## src/rtl/window_7x7_sequencer.sv

```systemverilog
// window_7x7_sequencer: sequences line-buffer shifts and 7x7 window centers over a raster frame.
// Optional border masks are enabled by defining WIN7_BORDER_MASK_EN.
module window_7x7_sequencer #(
  parameter int IMG_W = 640,
  parameter int IMG_H = 480
) (
  input  logic       clk,
  input  logic       rst,
  input  logic       start_i,
  input  logic       valid_i,
  output logic       shift_en_o,
  output logic       window_valid_o,
  output logic [9:0] row_o,
  output logic [9:0] col_o,
  output logic [6:0] row_mask_o,
  output logic [6:0] col_mask_o,
  output logic       busy_o,
  output logic       done_o
);
  localparam int FILL_N = 3 * IMG_W + 3;
  localparam int TOTAL = IMG_W * IMG_H;
  localparam int CW = $clog2(TOTAL + 1);
  typedef enum logic [2:0] {IDLE, FILL, RUN, FLUSH, DONE} state_t;
  state_t state_q, state_d;
  logic [CW-1:0] cnt_q, cnt_d;
  logic [9:0] nrow_q, nrow_d, ncol_q, ncol_d, row_q, col_q;
  logic wv_q, emit, col_wrap;
  always_comb begin
    state_d = state_q;
    cnt_d = cnt_q;
    shift_en_o = 1'b0;
    case (state_q)
      IDLE: if (start_i) begin
        state_d = FILL;
        cnt_d = '0;
      end
      FILL: if (valid_i) begin
        shift_en_o = 1'b1;
        cnt_d = cnt_q + 1'b1;
        state_d = (cnt_d == CW'(FILL_N)) ? RUN : FILL;
      end
      RUN: if (valid_i) begin
        shift_en_o = 1'b1;
        cnt_d = cnt_q + 1'b1;
        state_d = (cnt_d == CW'(TOTAL)) ? FLUSH : RUN;
        cnt_d = (cnt_d == CW'(TOTAL)) ? '0 : cnt_d;
      end
      FLUSH: begin
        shift_en_o = 1'b1;
        cnt_d = cnt_q + 1'b1;
        state_d = (cnt_d == CW'(FILL_N)) ? DONE : FLUSH;
      end
      default: state_d = IDLE;
    endcase
  end
  // ncol/nrow track the center of the next window to be emitted
  assign emit = shift_en_o && (state_q == RUN || state_q == FLUSH);
  assign col_wrap = ncol_q == 10'(IMG_W - 1);
  always_comb begin
    ncol_d = ncol_q;
    nrow_d = nrow_q;
    if (state_q == IDLE && start_i) begin
      ncol_d = '0;
      nrow_d = '0;
    end else if (emit) begin
      ncol_d = col_wrap ? 10'd0 : ncol_q + 10'd1;
      nrow_d = (col_wrap && nrow_q != 10'(IMG_H - 1)) ? nrow_q + 10'd1 : nrow_q;
    end
  end
  always_ff @(posedge clk) begin
    if (rst) begin
      state_q <= IDLE;
      cnt_q <= '0;
      nrow_q <= '0;
      ncol_q <= '0;
      wv_q <= 1'b0;
      row_q <= '0;
      col_q <= '0;
    end else begin
      state_q <= state_d;
      cnt_q <= cnt_d;
      nrow_q <= nrow_d;
      ncol_q <= ncol_d;
      wv_q <= emit;
      if (emit) begin
        row_q <= nrow_q;
        col_q <= ncol_q;
      end
    end
  end
`ifdef WIN7_BORDER_MASK_EN
  logic [6:0] rmask_d, cmask_d, rmask_q, cmask_q;
  // tap k sits at center-3+k; offsetting by +3 keeps the range test unsigned
  always_comb begin
    rmask_d = '0;
    cmask_d = '0;
    for (int k = 0; k < 7; k++) begin
      rmask_d[k] = ({1'b0, nrow_q} + 11'(k)) >= 11'd3 && ({1'b0, nrow_q} + 11'(k)) <= 11'(IMG_H + 2);
      cmask_d[k] = ({1'b0, ncol_q} + 11'(k)) >= 11'd3 && ({1'b0, ncol_q} + 11'(k)) <= 11'(IMG_W + 2);
    end
  end
  always_ff @(posedge clk) begin
    if (rst) begin
      rmask_q <= 7'h7F;
      cmask_q <= 7'h7F;
    end else if (emit) begin
      rmask_q <= rmask_d;
      cmask_q <= cmask_d;
    end
  end
  assign row_mask_o = rmask_q;
  assign col_mask_o = cmask_q;
`else
  assign row_mask_o = 7'h7F;
  assign col_mask_o = 7'h7F;
`endif
  assign window_valid_o = wv_q;
  assign row_o = row_q;
  assign col_o = col_q;
  assign busy_o = state_q != IDLE;
  assign done_o = state_q == DONE;
endmodule

```

## config.mk

```make
export PLATFORM = sky130hd
export DESIGN_NAME = window_7x7_sequencer
export DESIGN_NICKNAME = d
export VERILOG_FILES = /design/src/rtl/window_7x7_sequencer.sv
export SDC_FILE = /design/constraint.sdc
export NUM_CORES = 1
export LEC_CHECK = 0
export BUFFER_PORTS_ARGS = -buffer_cell sky130_fd_sc_hd__clkbuf_2
export CAP_MARGIN = 20
export CORE_ASPECT_RATIO = 1.25
export CORE_MARGIN = 1
export CORE_UTILIZATION = 58
export CTS_CLUSTER_SIZE = 20
export DETAILED_ROUTE_END_ITERATION = 12
export GPL_ROUTABILITY_DRIVEN = 0
export HOLD_SLACK_MARGIN = 0.06
export PLACE_DENSITY = 0.81
export SLEW_MARGIN = 15
export SYNTH_ARGS = -nofsm -noshare
export SYNTH_HDL_FRONTEND = slang
export SYNTH_SLANG_ARGS = --single-unit
```

## constraint.sdc

```tcl
create_clock -name clk -period 3.4 [get_ports clk]
set_input_delay 0 -clock clk [delete_from_list [all_inputs] [get_ports clk]]
set_output_delay 0 -clock clk [all_outputs]
set_load 0.1 [all_outputs]
```

### After elaboration in Yosys (flattened, before gate mapping)

Cells that the tools add are included.

| storage, ports and cells | value |
|---|---|
| output and inout bits | 38 |
| logic and storage cells | 48 |
| bits in registers | 63 |

| operators by class | value |
|---|---|
| reductions and logical operators | 12 |
| muxes and demuxes | 15 |
| eq/ne operators | 11 |
| add/sub/neg operators | 3 |

Operators with widths:

| cell | count |
|---|---|
| $mux W19 | 4 |
| $pmux W19 S4 | 1 |
| $add A10 B1 Y10 const B | 2 |
| $add A19 B1 Y19 const B | 1 |
| $eq A19 B11 Y1 const B | 1 |
| $eq A19 B19 Y1 const B | 1 |
| $mux W3 | 4 |
| $pmux W3 S4 | 1 |
| $eq A10 B10 Y1 const B | 1 |
| $mux W10 | 1 |
| $ne A10 B9 Y1 const B | 1 |
| $eq A3 B2 Y1 const B | 2 |
| $ne A2 B2 Y1 const B | 3 |
| $reduce_and A4 Y1 | 1 |
| $reduce_bool A4 Y1 | 1 |
| $reduce_or A2 Y1 | 2 |
| $eq A3 B1 Y1 const B | 1 |
| $eq A3 B3 Y1 const B | 1 |
| $logic_and A1 B1 Y1 | 3 |
| $logic_not A3 Y1 | 1 |
| $reduce_and A3 Y1 | 1 |
| $reduce_bool A3 Y1 | 1 |
| $mux W1 | 2 |
| $mux W2 | 1 |
| 3 further kinds | 3 |

### Logic depth before layout (Yosys ltp)

| logic depth | value |
|---|---|
| depth in word-level cells | 5 |
| depth in mapped cells | 12 |
| depth with buffers taken out | 9 |

### Worst setup path after synthesis

Ideal clock, no wire load.

| path | value |
|---|---|
| path type | reg2reg |
| start | register cnt_q[0] |
| end | register cnt_q[18] |
| setup time | 0.128 ns |
| period minus slack after synthesis | 2.798 ns |
| slack | 0.602 ns |
| cell stages (with the launch flop) | 10 |
| path buffers | 1 |
| arrival time | 2.670 ns |
| required time | 3.272 ns |
| cells stage by stage | dfxtp_1 -> buf_2 -> nand4_1 -> nor4_1 -> xnor2_1 -> nand3_1 -> or4_4 -> or4_4 -> a32oi_1 -> nor2_1 |

| on the way | value |
|---|---|
| cells in the longest elaborated chain, start to end | 5 |
| elaborated cells on any way between the ends | 6 |

Ends and longest elaborated chain:

| what | RTL line | RTL |
|---|---|---|
| start, declared | 25 | `logic [CW-1:0] cnt_q, cnt_d;` |
| start signal, assigned | 81 | `cnt_q <= cnt_d;` |
| $add A19 B1 Y19 * | 39, 44, 50 |  |
| $eq A19 B19 Y1 | 46 | `cnt_d = (cnt_d == CW'(TOTAL)) ? '0 : cnt_d;` |
| $mux W19 | 46 |  |
| $mux W19 | 42 | `RUN: if (valid_i) begin` |
| $pmux W19 S4 * | 32 | `case (state_q)` |

Every way passes the cells marked *; elsewhere a longest branch is shown, timed or not. The select of a mux whose other input is x is not followed.
A chain may end at the register's enable or synchronous reset.

### Worst setup path after layout

| path | value |
|---|---|
| start | register cnt_q[1] |
| end | register cnt_q[6] |

Same word-level chain as after synthesis.

==> results.toml <==
[place]
hpwl_um = 5110
portBuffers = 27

[clocking]
clockRootBuffer = "clkbuf_8"
cts_htree_levels = 3
cts_tree = "yes"
numCtsBuffers = 9
post_cts_buffers = 0
clk_pin_slew_ns = 0.07
cts_sinks = 63
cts_resized = 0
clock_path_buffers = 2
clkLatencyLatePin_ns = 0.34

[layout]
layout_commonest_cell = "nand2_1"
area_delta_synth_final_pct = 9.06
n_antenna_cell = 0
final_cell_mix = "nand2_1 (67), dfxtp_1 (63), nor2_1 (45), a21oi_1 (38), clkbuf_2 (27)"
final_net_count = 448
layout-drive-gt1-share_pct = 13.5

[detailed_routing]
ant_nets = 0
drt_wl_total_um = 7330
drc = 0
dr.pass1.iters = 6
drt-initial-drc-count = 227
detail_route.vias_per_cell = 5.83
num_vias = 2968
wire_per_inst_um = 14.4

[power]
switching_power_uw = 455
p_per_area_nw_per_um2 = 460
sw_frac_of_total_pct = 27.5
power_leakage_nw = 1.30
seqPwrFrac_pct = 45.3
power.internal_mw = 1.20
p_clk_share_pct = 44.9
p_comb_share_pct = 9.8
total_power_mw = 1.66
ir_drop_uv = 386

[grt]
overflow = 0
gr-usage-all-layers_pct = 25.0
busiest_layer = "met2"
antenna_found_initial = 0
grtUsageMet3_pct = 5.23
grt_max_degree = 33
grt_pass1_vias = 2724
gr-usage-met1_pct = 27.4
grt_pass1_wl_um = 12000
grt_use_met2_pct = 45.6

[floorplan]
ios = 42
die_w_um = 69.5
rows = 30
initial_core_util_pct = 60.7
die_area_um2 = 6000
core_um2 = 5440
die_y_um = 86.4

[logic_synthesis]
syn_inst = 423
ys_types = 52
synthArstFlopShare_pct = 0
avgSynthCellArea_um2 = 7.81
synth_edf_count = 0
synth-seq-cells = 63
syn_area_um2 = 3300
synth_flop_cell = "dfxtp_1"
yosysWarningCount = 0
ys_seq_area_share_pct = 38.2

[timing]
skew_ns = 0.0121
setup_viol = 0
drv_slew = 0
fmaxAchievable_mhz = 319
fin_crit_sh_pct = 92.1
fin_crit_ns = 3.13
hold_viol_final = 0
totalNegativeSetupSlack_ns = 0
rsz0062_at_grt = "false"
worst_pin_slew_ns = 0.744
slew_headroom_pct = 50.1

[min_path]
hold_path.class = "input pin to flip-flop"

[critical_path]
worstPathRequired_ns = 3.61
path_max_fanout = 19
cp-end-kind = "flip-flop"
cp.arrival_ns = 3.34
critPathKind = "flip-flop to flip-flop"
critPathLaunchType = "flip-flop"

[run_status]
status = "finished clean"

[flow_run]
cap_violations = 0
==> critical path: stages, from the launching register on <==
cell     delay [ns]
dfxtp_1        0.47
ha_1           0.28
and3_1         0.21
nand4_2        0.16
xnor2_1        0.22
or3_1          0.38
or3_1          0.38
o311a_1        0.58
a31oi_1        0.25
a31oi_1        0.06
==> final timing paths <==
path | startpoint | end | slack (ns) | cells after the start
worst min register to register | row_o[2]$_SDFFE_PP0P_ | row_o[2]$_SDFFE_PP0P_ | 0.45 | 2
worst min-delay path | start_i | nrow_q[2]$_SDFFE_PP0P_ | 0.24 | 4
worst max register to register | cnt_q[1]$_SDFFE_PP0P_ | cnt_q[6]$_SDFFE_PP0P_ | 0.27 | 9
worst max-delay path | cnt_q[1]$_SDFFE_PP0P_ | cnt_q[6]$_SDFFE_PP0P_ | 0.27 | 9
==> what timing repair did <==
item	4_1_cts	5_1_grt
endpoints found under the hold margin	1	0
setup endpoints to repair	0	0
hold buffers	1	0
==> layout make-up <==
| cell class | count | area, µm² |
|---|---|---|
| fillers | 449 | 1840 |
| multi-input cells | 322 | 1810 |
| flip-flops and latches | 63 | 1260 |
| repair buffers | 33 | 183 |
| clock buffers | 10 | 138 |
| clock inverters | 6 | 92.6 |
| well taps | 64 | 80.1 |
| inverters | 11 | 41.3 |
==> power by group through the flow <==
stage	combinational [mW]	clock (mW)	sequential, mW
2_1_floorplan	0.161	0	0.760
3_3_place_gp	0.159	0	0.766
3_5_place_dp	0.160	0	0.766
4_1_cts	0.162	0.754	0.749
5_1_grt	0.170	0.783	0.750
6_report	0.163	0.743	0.749
==> state kept, by name, indices dropped and copies added (netlist names) <==
| register | flops |
|---|---|
| ncol_q | 10 |
| state_q | 3 |
| nrow_q | 10 |
| cnt_q | 19 |
| row_o | 10 |
| window_valid_o | 1 |
| col_o | 10 |
==> cell usage after synthesis (2+ instances only) <==
| master | count | area share [%] |
|---|---|---|
| nand4_1 | 17 | 3.2 |
| a31oi_1 | 12 | 2.3 |
| dfxtp_1 | 63 | 38 |
| nor3b_1 | 2 | 0.45 |
| ha_1 | 4 | 1.5 |
| inv_1 | 11 | 1.3 |
| a22oi_1 | 5 | 1.1 |
| xnor2_1 | 13 | 3.4 |
| nor4_1 | 7 | 1.3 |
| or4_4 | 2 | 0.68 |
| buf_2 | 8 | 1.2 |
| o31ai_1 | 2 | 0.45 |
| nand2_1 | 67 | 7.6 |
| nor3_1 | 3 | 0.45 |
| o21ai_0 | 9 | 1.4 |
| and2_1 | 3 | 0.57 |
| nand2b_1 | 3 | 0.57 |
| nor2_1 | 45 | 5.1 |
| or2_2 | 2 | 0.38 |
| and4_1 | 3 | 0.80 |
| o21ai_1 | 6 | 0.91 |
| nand3_1 | 15 | 2.3 |
| and3_1 | 5 | 0.95 |
| buf_4 | 16 | 3.6 |
| buf_6 | 3 | 1.0 |
| or3_1 | 8 | 1.5 |
| clkbuf_1 | 13 | 1.5 |
| nor3b_2 | 2 | 0.76 |
| a21oi_1 | 38 | 5.8 |
| nand3b_1 | 2 | 0.45 |
| xor2_1 | 13 | 3.4 |
==> routing by layer <==
layer  up-vias  part of all wire, %
li1       1479                    -
met1      1397                   41
met2        74                   52
met3        18                  4.1
met4         0                  2.7
met5         -                    0
==> stage by stage <==
stage	setup WS, ns	util (%)	cell area [µm²]	cells	hold WS [ns]
finish	0.267	66.2	3600	509	0.243
global route	0.0306	66.2	3600	509	0.278
CTS	0.308	66.2	3600	509	0.237
detailed placement	0.358	61.7	3360	492	0.318
global placement	0.447	61.7	3360	492	0.304
floorplan	0.602	-	3350	436	0.163
==> logic make-up after synthesis <==
logic type	count (synthesis)	share of synthesized area, %
xor+xnor	26	6.90
simple gates	194	29.4
other cells	1	0.114
compound gates	83	15.0
mux	1	0.303
fa+ha+maj	4	1.52
flops	63	38.2
buf+inv	51	8.60
No activity file was read; power rests on OpenSTA's default activity.
